[src/rtl/regfile_write_queue_pkg.sv]
// rtl/regfile_write_queue_pkg.sv - shared widths and constants for the register file write queue
package regfile_write_queue_pkg;

  localparam int AW = 5;
  localparam int DW = 32;
  localparam logic [AW-1:0] REG_ZERO = 5'd0;

  typedef struct packed {
    logic [AW-1:0] addr;
    logic [DW-1:0] data;
  } wq_entry_t;

endpackage

[src/rtl/regfile_write_queue_if.sv]
// rtl/regfile_write_queue_if.sv - request handshake, register file write port and bypass lookups
interface regfile_write_queue_if;
  import regfile_write_queue_pkg::*;

  logic          wr_valid;
  logic          wr_ready;
  logic [AW-1:0] wr_addr;
  logic [DW-1:0] wr_data;

  logic          rf_enable;
  logic [AW-1:0] rf_rw;
  logic [DW-1:0] rf_pw;

  logic [AW-1:0] lk_addr_a, lk_addr_b, lk_addr_d;
  logic          lk_hit_a, lk_hit_b, lk_hit_d;
  logic [DW-1:0] lk_data_a, lk_data_b, lk_data_d;

  modport master (
    output wr_valid, wr_addr, wr_data, lk_addr_a, lk_addr_b, lk_addr_d,
    input  wr_ready, rf_enable, rf_rw, rf_pw,
    input  lk_hit_a, lk_hit_b, lk_hit_d, lk_data_a, lk_data_b, lk_data_d
  );

  modport slave (
    input  wr_valid, wr_addr, wr_data, lk_addr_a, lk_addr_b, lk_addr_d,
    output wr_ready, rf_enable, rf_rw, rf_pw,
    output lk_hit_a, lk_hit_b, lk_hit_d, lk_data_a, lk_data_b, lk_data_d
  );

endinterface

[src/rtl/regfile_write_queue_lookup.sv]
// rtl/regfile_write_queue_lookup.sv - youngest-match search over the pending entries
module wq_lookup
  import regfile_write_queue_pkg::*;
#(
  parameter  int DEPTH = 4,
  localparam int PW    = $clog2(DEPTH),
  localparam int CW    = $clog2(DEPTH) + 1
) (
  input  logic [AW-1:0] addr_i [DEPTH],
  input  logic [DW-1:0] data_i [DEPTH],
  input  logic [PW-1:0] head_i,
  input  logic [CW-1:0] count_i,
  input  logic [AW-1:0] lk_addr_i,
  output logic          hit_o,
  output logic [DW-1:0] data_o
);

  logic [PW-1:0] idx;

  // Walk oldest to youngest so the last match seen is the youngest one.
  always_comb begin
    hit_o  = 1'b0;
    data_o = '0;
    idx    = head_i;
    for (int k = 0; k < DEPTH; k++) begin
      idx = head_i + PW'(k);
      if ((CW'(k) < count_i) && (lk_addr_i != REG_ZERO) && (addr_i[idx] == lk_addr_i)) begin
        hit_o  = 1'b1;
        data_o = data_i[idx];
      end
    end
  end

endmodule

[src/rtl/regfile_write_queue.sv]
// rtl/regfile_write_queue.sv - FIFO of pending register writes, drained one per cycle, with read bypass
module regfile_write_queue
  import regfile_write_queue_pkg::*;
#(
  parameter  int DEPTH = 4,
  localparam int PW    = $clog2(DEPTH),
  localparam int CW    = $clog2(DEPTH) + 1
) (
  input  logic                   clk_i,
  input  logic                   rst_ni,
  input  logic                   drain_hold_i,
  output logic [CW-1:0]          count_o,
  regfile_write_queue_if.slave   bus
);

  logic [AW-1:0] addr_q [DEPTH];
  logic [DW-1:0] data_q [DEPTH];
  logic [PW-1:0] head_q, head_d;
  logic [PW-1:0] tail_q, tail_d;
  logic [CW-1:0] count_q, count_d;
  logic          push, pop, empty;

  assign empty        = (count_q == '0);
  assign bus.wr_ready = (count_q != CW'(DEPTH));
  // Writes to R0 complete the handshake but never occupy a slot.
  assign push         = bus.wr_valid & bus.wr_ready & (bus.wr_addr != REG_ZERO);
  assign pop          = ~empty & ~drain_hold_i;

  assign bus.rf_enable = pop;
  assign bus.rf_rw     = empty ? '0 : addr_q[head_q];
  assign bus.rf_pw     = empty ? '0 : data_q[head_q];
  assign count_o       = count_q;

  always_comb begin
    head_d  = head_q;
    tail_d  = tail_q;
    count_d = count_q;
    if (pop)  head_d = head_q + PW'(1);
    if (push) tail_d = tail_q + PW'(1);
    case ({push, pop})
      2'b10:   count_d = count_q + CW'(1);
      2'b01:   count_d = count_q - CW'(1);
      default: count_d = count_q;
    endcase
  end

  always_ff @(posedge clk_i or negedge rst_ni) begin
    if (!rst_ni) begin
      head_q  <= '0;
      tail_q  <= '0;
      count_q <= '0;
      for (int i = 0; i < DEPTH; i++) begin
        addr_q[i] <= '0;
        data_q[i] <= '0;
      end
    end else begin
      head_q  <= head_d;
      tail_q  <= tail_d;
      count_q <= count_d;
      if (push) begin
        addr_q[tail_q] <= bus.wr_addr;
        data_q[tail_q] <= bus.wr_data;
      end
    end
  end

  wq_lookup #(.DEPTH(DEPTH)) u_lookup_a (
    .addr_i(addr_q), .data_i(data_q), .head_i(head_q), .count_i(count_q),
    .lk_addr_i(bus.lk_addr_a), .hit_o(bus.lk_hit_a), .data_o(bus.lk_data_a)
  );

  wq_lookup #(.DEPTH(DEPTH)) u_lookup_b (
    .addr_i(addr_q), .data_i(data_q), .head_i(head_q), .count_i(count_q),
    .lk_addr_i(bus.lk_addr_b), .hit_o(bus.lk_hit_b), .data_o(bus.lk_data_b)
  );

  wq_lookup #(.DEPTH(DEPTH)) u_lookup_d (
    .addr_i(addr_q), .data_i(data_q), .head_i(head_q), .count_i(count_q),
    .lk_addr_i(bus.lk_addr_d), .hit_o(bus.lk_hit_d), .data_o(bus.lk_data_d)
  );

endmodule

[src/flat_wrapper.sv]
// flat-port wrapper written by rule: the top's interface ports become plain ports
module regfile_write_queue_flat import regfile_write_queue_pkg::*;
#(
  parameter  int DEPTH = 4,
  localparam int PW    = $clog2(DEPTH),
  localparam int CW    = $clog2(DEPTH) + 1
)
  (clk_i, rst_ni, drain_hold_i, count_o, bus_wr_valid, bus_wr_addr, bus_wr_data, bus_lk_addr_a, bus_lk_addr_b, bus_lk_addr_d, bus_wr_ready, bus_rf_enable, bus_rf_rw, bus_rf_pw, bus_lk_hit_a, bus_lk_hit_b, bus_lk_hit_d, bus_lk_data_a, bus_lk_data_b, bus_lk_data_d);
  regfile_write_queue_if bus_i ();
  input  logic clk_i;
  input  logic rst_ni;
  input  logic drain_hold_i;
  output logic [CW-1:0] count_o;
  input wire logic [$bits(bus_i.wr_valid)-1:0] bus_wr_valid;
  input wire logic [$bits(bus_i.wr_addr)-1:0] bus_wr_addr;
  input wire logic [$bits(bus_i.wr_data)-1:0] bus_wr_data;
  input wire logic [$bits(bus_i.lk_addr_a)-1:0] bus_lk_addr_a;
  input wire logic [$bits(bus_i.lk_addr_b)-1:0] bus_lk_addr_b;
  input wire logic [$bits(bus_i.lk_addr_d)-1:0] bus_lk_addr_d;
  output wire logic [$bits(bus_i.wr_ready)-1:0] bus_wr_ready;
  output wire logic [$bits(bus_i.rf_enable)-1:0] bus_rf_enable;
  output wire logic [$bits(bus_i.rf_rw)-1:0] bus_rf_rw;
  output wire logic [$bits(bus_i.rf_pw)-1:0] bus_rf_pw;
  output wire logic [$bits(bus_i.lk_hit_a)-1:0] bus_lk_hit_a;
  output wire logic [$bits(bus_i.lk_hit_b)-1:0] bus_lk_hit_b;
  output wire logic [$bits(bus_i.lk_hit_d)-1:0] bus_lk_hit_d;
  output wire logic [$bits(bus_i.lk_data_a)-1:0] bus_lk_data_a;
  output wire logic [$bits(bus_i.lk_data_b)-1:0] bus_lk_data_b;
  output wire logic [$bits(bus_i.lk_data_d)-1:0] bus_lk_data_d;
  assign bus_i.wr_valid = bus_wr_valid;
  assign bus_i.wr_addr = bus_wr_addr;
  assign bus_i.wr_data = bus_wr_data;
  assign bus_i.lk_addr_a = bus_lk_addr_a;
  assign bus_i.lk_addr_b = bus_lk_addr_b;
  assign bus_i.lk_addr_d = bus_lk_addr_d;
  assign bus_wr_ready = bus_i.wr_ready;
  assign bus_rf_enable = bus_i.rf_enable;
  assign bus_rf_rw = bus_i.rf_rw;
  assign bus_rf_pw = bus_i.rf_pw;
  assign bus_lk_hit_a = bus_i.lk_hit_a;
  assign bus_lk_hit_b = bus_i.lk_hit_b;
  assign bus_lk_hit_d = bus_i.lk_hit_d;
  assign bus_lk_data_a = bus_i.lk_data_a;
  assign bus_lk_data_b = bus_i.lk_data_b;
  assign bus_lk_data_d = bus_i.lk_data_d;
  regfile_write_queue #(.DEPTH(DEPTH)) u_core (.clk_i(clk_i), .rst_ni(rst_ni), .drain_hold_i(drain_hold_i), .count_o(count_o), .bus(bus_i));
endmodule
[config.mk]
export PLATFORM = sky130hd
export DESIGN_NAME = regfile_write_queue_flat
export DESIGN_NICKNAME = d
export VERILOG_FILES = /design/src/rtl/regfile_write_queue_pkg.sv /design/src/rtl/regfile_write_queue_if.sv /design/src/rtl/regfile_write_queue_lookup.sv /design/src/rtl/regfile_write_queue.sv /design/src/flat_wrapper.sv
export SDC_FILE = /design/constraint.sdc
export NUM_CORES = 1
export LEC_CHECK = 0
export ABC_AREA = 0
export CAP_MARGIN = 10
export CORE_ASPECT_RATIO = 2
export CORE_MARGIN = 1
export CORE_UTILIZATION = 33
export CTS_CLUSTER_DIAMETER = 50
export CTS_CLUSTER_SIZE = 40
export DETAILED_ROUTE_END_ITERATION = 12
export GPL_TIMING_DRIVEN = 0
export PLACE_DENSITY = 0.64
export SLEW_MARGIN = 30
export SYNTH_ARGS = -nofsm -noshare
export SYNTH_HDL_FRONTEND = slang
export SYNTH_SLANG_ARGS = --single-unit
[constraint.sdc]
create_clock -name clk_i -period 3.8 [get_ports clk_i]
set_input_delay 0.38 -clock clk_i [delete_from_list [all_inputs] [get_ports clk_i]]
set_output_delay 0.38 -clock clk_i [all_outputs]
set_load 0.01 [all_outputs]
==> impl_results.md, run 1 <==
* Reg clk slew, reported paths at 0.08 ns
* Tightest Pin Transition at 1.09 ns
* Grt peak-use layer: met2
* Global-route wire length before repair at around 95000 um
* CP max stage cell: mux4_2
* PwrDens at about 1200 nW/um^2
* Reg2Reg Launch Point: u_core.count_o[0]$_DFFE_PN0P_
* FILL cells at ~3600
* Critical path's most frequent cell: buf_6
* Global-route track usage on met1 at a little under a third
* Hold Crit Class: in2async
* Overall Global Routing Usage at 31.5%
* Area contributors post-synth: dfrtp_1 (29%), mux2_2 (17%), mux2i_1 (10%), mux4_2 (3.3%), o21ai_0 (3.1%)
* Core area at 40200 um^2
* Final setup fails at 67
* FMAX at around 250 MHz
* Status: finished, violations left
* Synth-to-Final Area Change at 45.4%
* Cells after synthesis at between 1000 and 1500
* Vias post-DR at approximately 14000
* Gr ovfl total at 0
* Count of pins over their slew limit at 0
* DR WL/cell at 30.8 um
* IO buf count at ~180
* Non-Filler Instances at ~2200
* Drt pass-1 iters at 8
* CP endpoint kind: primary output
* Headroom to the max-slew limit at between 20% and 30%
* Post-synthesis sequential area ratio at around 29%
* DR iter-0 viols at ~1400
* DRC Markers at 0
* Min Clock Period, post-route at around 3.9 ns
* Worst EP arrival at about 3.6 ns
* Num ports at between 150 and 200
* R2R setup slack at ~0.25 ns
* Cell row count at around 100
* Yosys warns at 0
* Final Hold Fails at 0
* R2R depth at 8
* Final wirelength at around 70000 um
* Clock skew at around 0.013 ns
* Violated checks: setup timing
* Share of the synthesized area in the top cell type at roughly 29%
* Final ANT Viol Nets at 0
* WHS at roughly 0.45 ns
* Syn nets at roughly 1400
* Setup_tns at -4.10 ns
* Maximum vdd ir drop at 0.000580 V
* Post-synth top area cell: dfrtp_1
* Mapped cell area at 13500 um^2
* Final Net Count at 1746
* RR Endpoint: u_core.data_q[46]$_DFFE_PN0P_
* Final period util at 104%
* DP HPWL at 46600 um
* Clock sinks at approximately 160
* Avg Inst Size Synth at 9.83 um^2
* Startpoint types: flop
* Clock Tree Buf Depth at 2
* CP Max Fanout at 8
* Max incr delay on CP at roughly 0.59 ns
* Commonest non-fill, non-tap cell in the layout: mux2_2
* DIE AREA at roughly 42000 um^2
* Yosys cell types at 62
* Clk_lat worst skew at roughly 0.47 ns
* Most frequent cells in the layout: mux2_2 (211), dfrtp_1 (155), mux2i_1 (112)
* Worst setup margin at -0.147 ns
* Htree depth at 4
* Unrepaired setup endpoints after global routing: true
* Register bit total from synthesis at roughly 160
* CTS tree: yes
* Layout cell share with drive strength beyond 1 at ~48%
* P_leak at a little under 8 nW
* Die height at 288 um
* Met2 usage at between 50 and 60%
* Initial Util at about a third
* Root buf cell: clkbuf_16
* Maxcap violations at 0
* TritonCTS buffer count at 17
* Gpl congestion at 1.06
* Largest net degree at the start of global routing at 87
* Kind of critical path: reg2out
* Worst path required time at ~3.4 ns
* Avg Vias per Cell at ~6.4
* Die W at ~140 um
* Met3 global-route usage at approximately 5.5%
* Critical path cell sequence: buf_6 -> buf_4 -> mux4_2 -> buf_4 -> xor2_1 -> or3_4 -> o221ai_4 -> clkbuf_16 -> buf_6 -> o221ai_4 -> buf_6
* Pre-CTS setup slack at -0.561 ns
* Initial antenna violation count at 0
* Number of global-route vias before repair at 14200
* Placed cell count at about 2100
## timing repair
action	in CTS	in global routing
cloned	8	2
pin swaps	61	80
setup endpoints to repair	130	117
hold buffers	1	0
resized for setup	607	335
hold endpoints to repair	69	0
setup buffers	67	39
## report_power, final
group	total (mW)	leakage (nW)	internal, mW	switching [mW]
registers	3.24	1.84	2.51	0.736
clock network	1.84	0.296	0.994	0.845
logic	18.2	5.82	7.85	10.4
total	23.3	7.96	11.4	12.0
## worst max-delay path by stage
stage | startpoint | endpoint | slack, ns | cells past startpoint
4_1_cts | u_core.head_q[0]$_DFFE_PN0P_ | bus_lk_data_d[7] | -0.19 | 11
3_3_place_gp | rst_ni | u_core.data_q[8]$_DFFE_PN0P_ | -3.92 | 1
2_1_floorplan | u_core.head_q[0]$_DFFE_PN0P_ | bus_lk_data_d[10] | 0.90 | 11
6_report | u_core.head_q[0]$_DFFE_PN0P_ | bus_lk_data_b[17] | -0.15 | 11
3_5_place_dp | u_core.head_q[0]$_DFFE_PN0P_ | bus_lk_data_d[14] | -0.56 | 9
5_1_grt | u_core.head_q[0]$_DFFE_PN0P_ | bus_lk_data_b[19] | -0.25 | 14
## sequential cells by signal, summed over array words and instances, names as in the netlist
register and count:
u_core.data_q 128, u_core.addr_q 20, u_core.count_o 3, u_core.head_q 2, u_core.tail_q 2
## synth_stat cells (all sizes together)
master   number
o2111ai       1
o221ai       29
nand4         7
clkbuf       85
a211o         2
o22ai        60
nor4b         3
o21a          6
dfrtp       155
o21ba         1
a221oi       29
ha            9
a21oi        55
a31o          3
nand3b        4
buf          49
xor2         22
nand4b        3
mux4         26
or4           2
mux2i       136
inv          39
nor3b         1
xnor2        42
or4b          2
a31oi         5
a311oi       31
o21ai        84
nor2         81
a2111oi       2
and2          5
nor3         16
or3           2
nor4          6
mux2        213
nor2b        45
o22a          1
nand2        38
a211oi        9
or2          32
a221o         3
nand3        28
o31a          1
## logic make-up after synthesis
logic type,count (synthesis),synth area share (%)
DFF,155,28.8
buffers and inverters,173,6.03
AOI/OAI and AO/OA,322,16.9
adders and majority gates,9,0.835
muxes,375,32.4
and+or+nand+nor,275,10.9
xor gates and xnor gates,64,4.16
## area by class of cell
| class | count | area, um^2 | area share, % |
|---|---|---|---|
| inverters | 39 | 146 | 0.746 |
| well taps | 530 | 663 | 3.38 |
| multi-input cells | 1046 | 10500 | 53.6 |
| clock buffers | 17 | 425 | 2.17 |
| flip-flops and latches | 155 | 3880 | 19.8 |
| repair buffers | 295 | 2660 | 13.6 |
| clock inverters | 15 | 176 | 0.900 |
| diodes | 1 | 2.50 | 0.0128 |
| plain buffers | 127 | 1150 | 5.87 |
## per-stage QoR
stage	utilization [%]	instance area [um^2]	power (mW)
after global routing	48.8	19600	24.1
after global placement	39.7	16000	17.2
after floorplan	-	13500	11.8
final	48.8	19600	23.3
after detailed placement	39.8	16000	17.4
after CTS	45.7	18400	20.9
## worst max-delay path: cells and delay by family (launching register included)
family	cells	cell delay [ns]
simple gates	1	0.45
xor+xnor	1	0.14
buf+inv	6	1.01
mux	1	0.59
compound gates	2	0.57
flops	1	0.34
## layer usage
layer,up-vias,wire (um)
li1,5774,-
met2,1011,33300
met3,397,5360
met4,0,7350
met5,-,0
met1,6979,22400
No activity file was read; power rests on OpenSTA's default activity.
==> inputs of run 2 (changes only) <==
- HOLD_SLACK_MARGIN: not set -> 0.12
==> results of run 2 <==
Same layout as run 1: the final DEF is identical, and so are final timing and power.
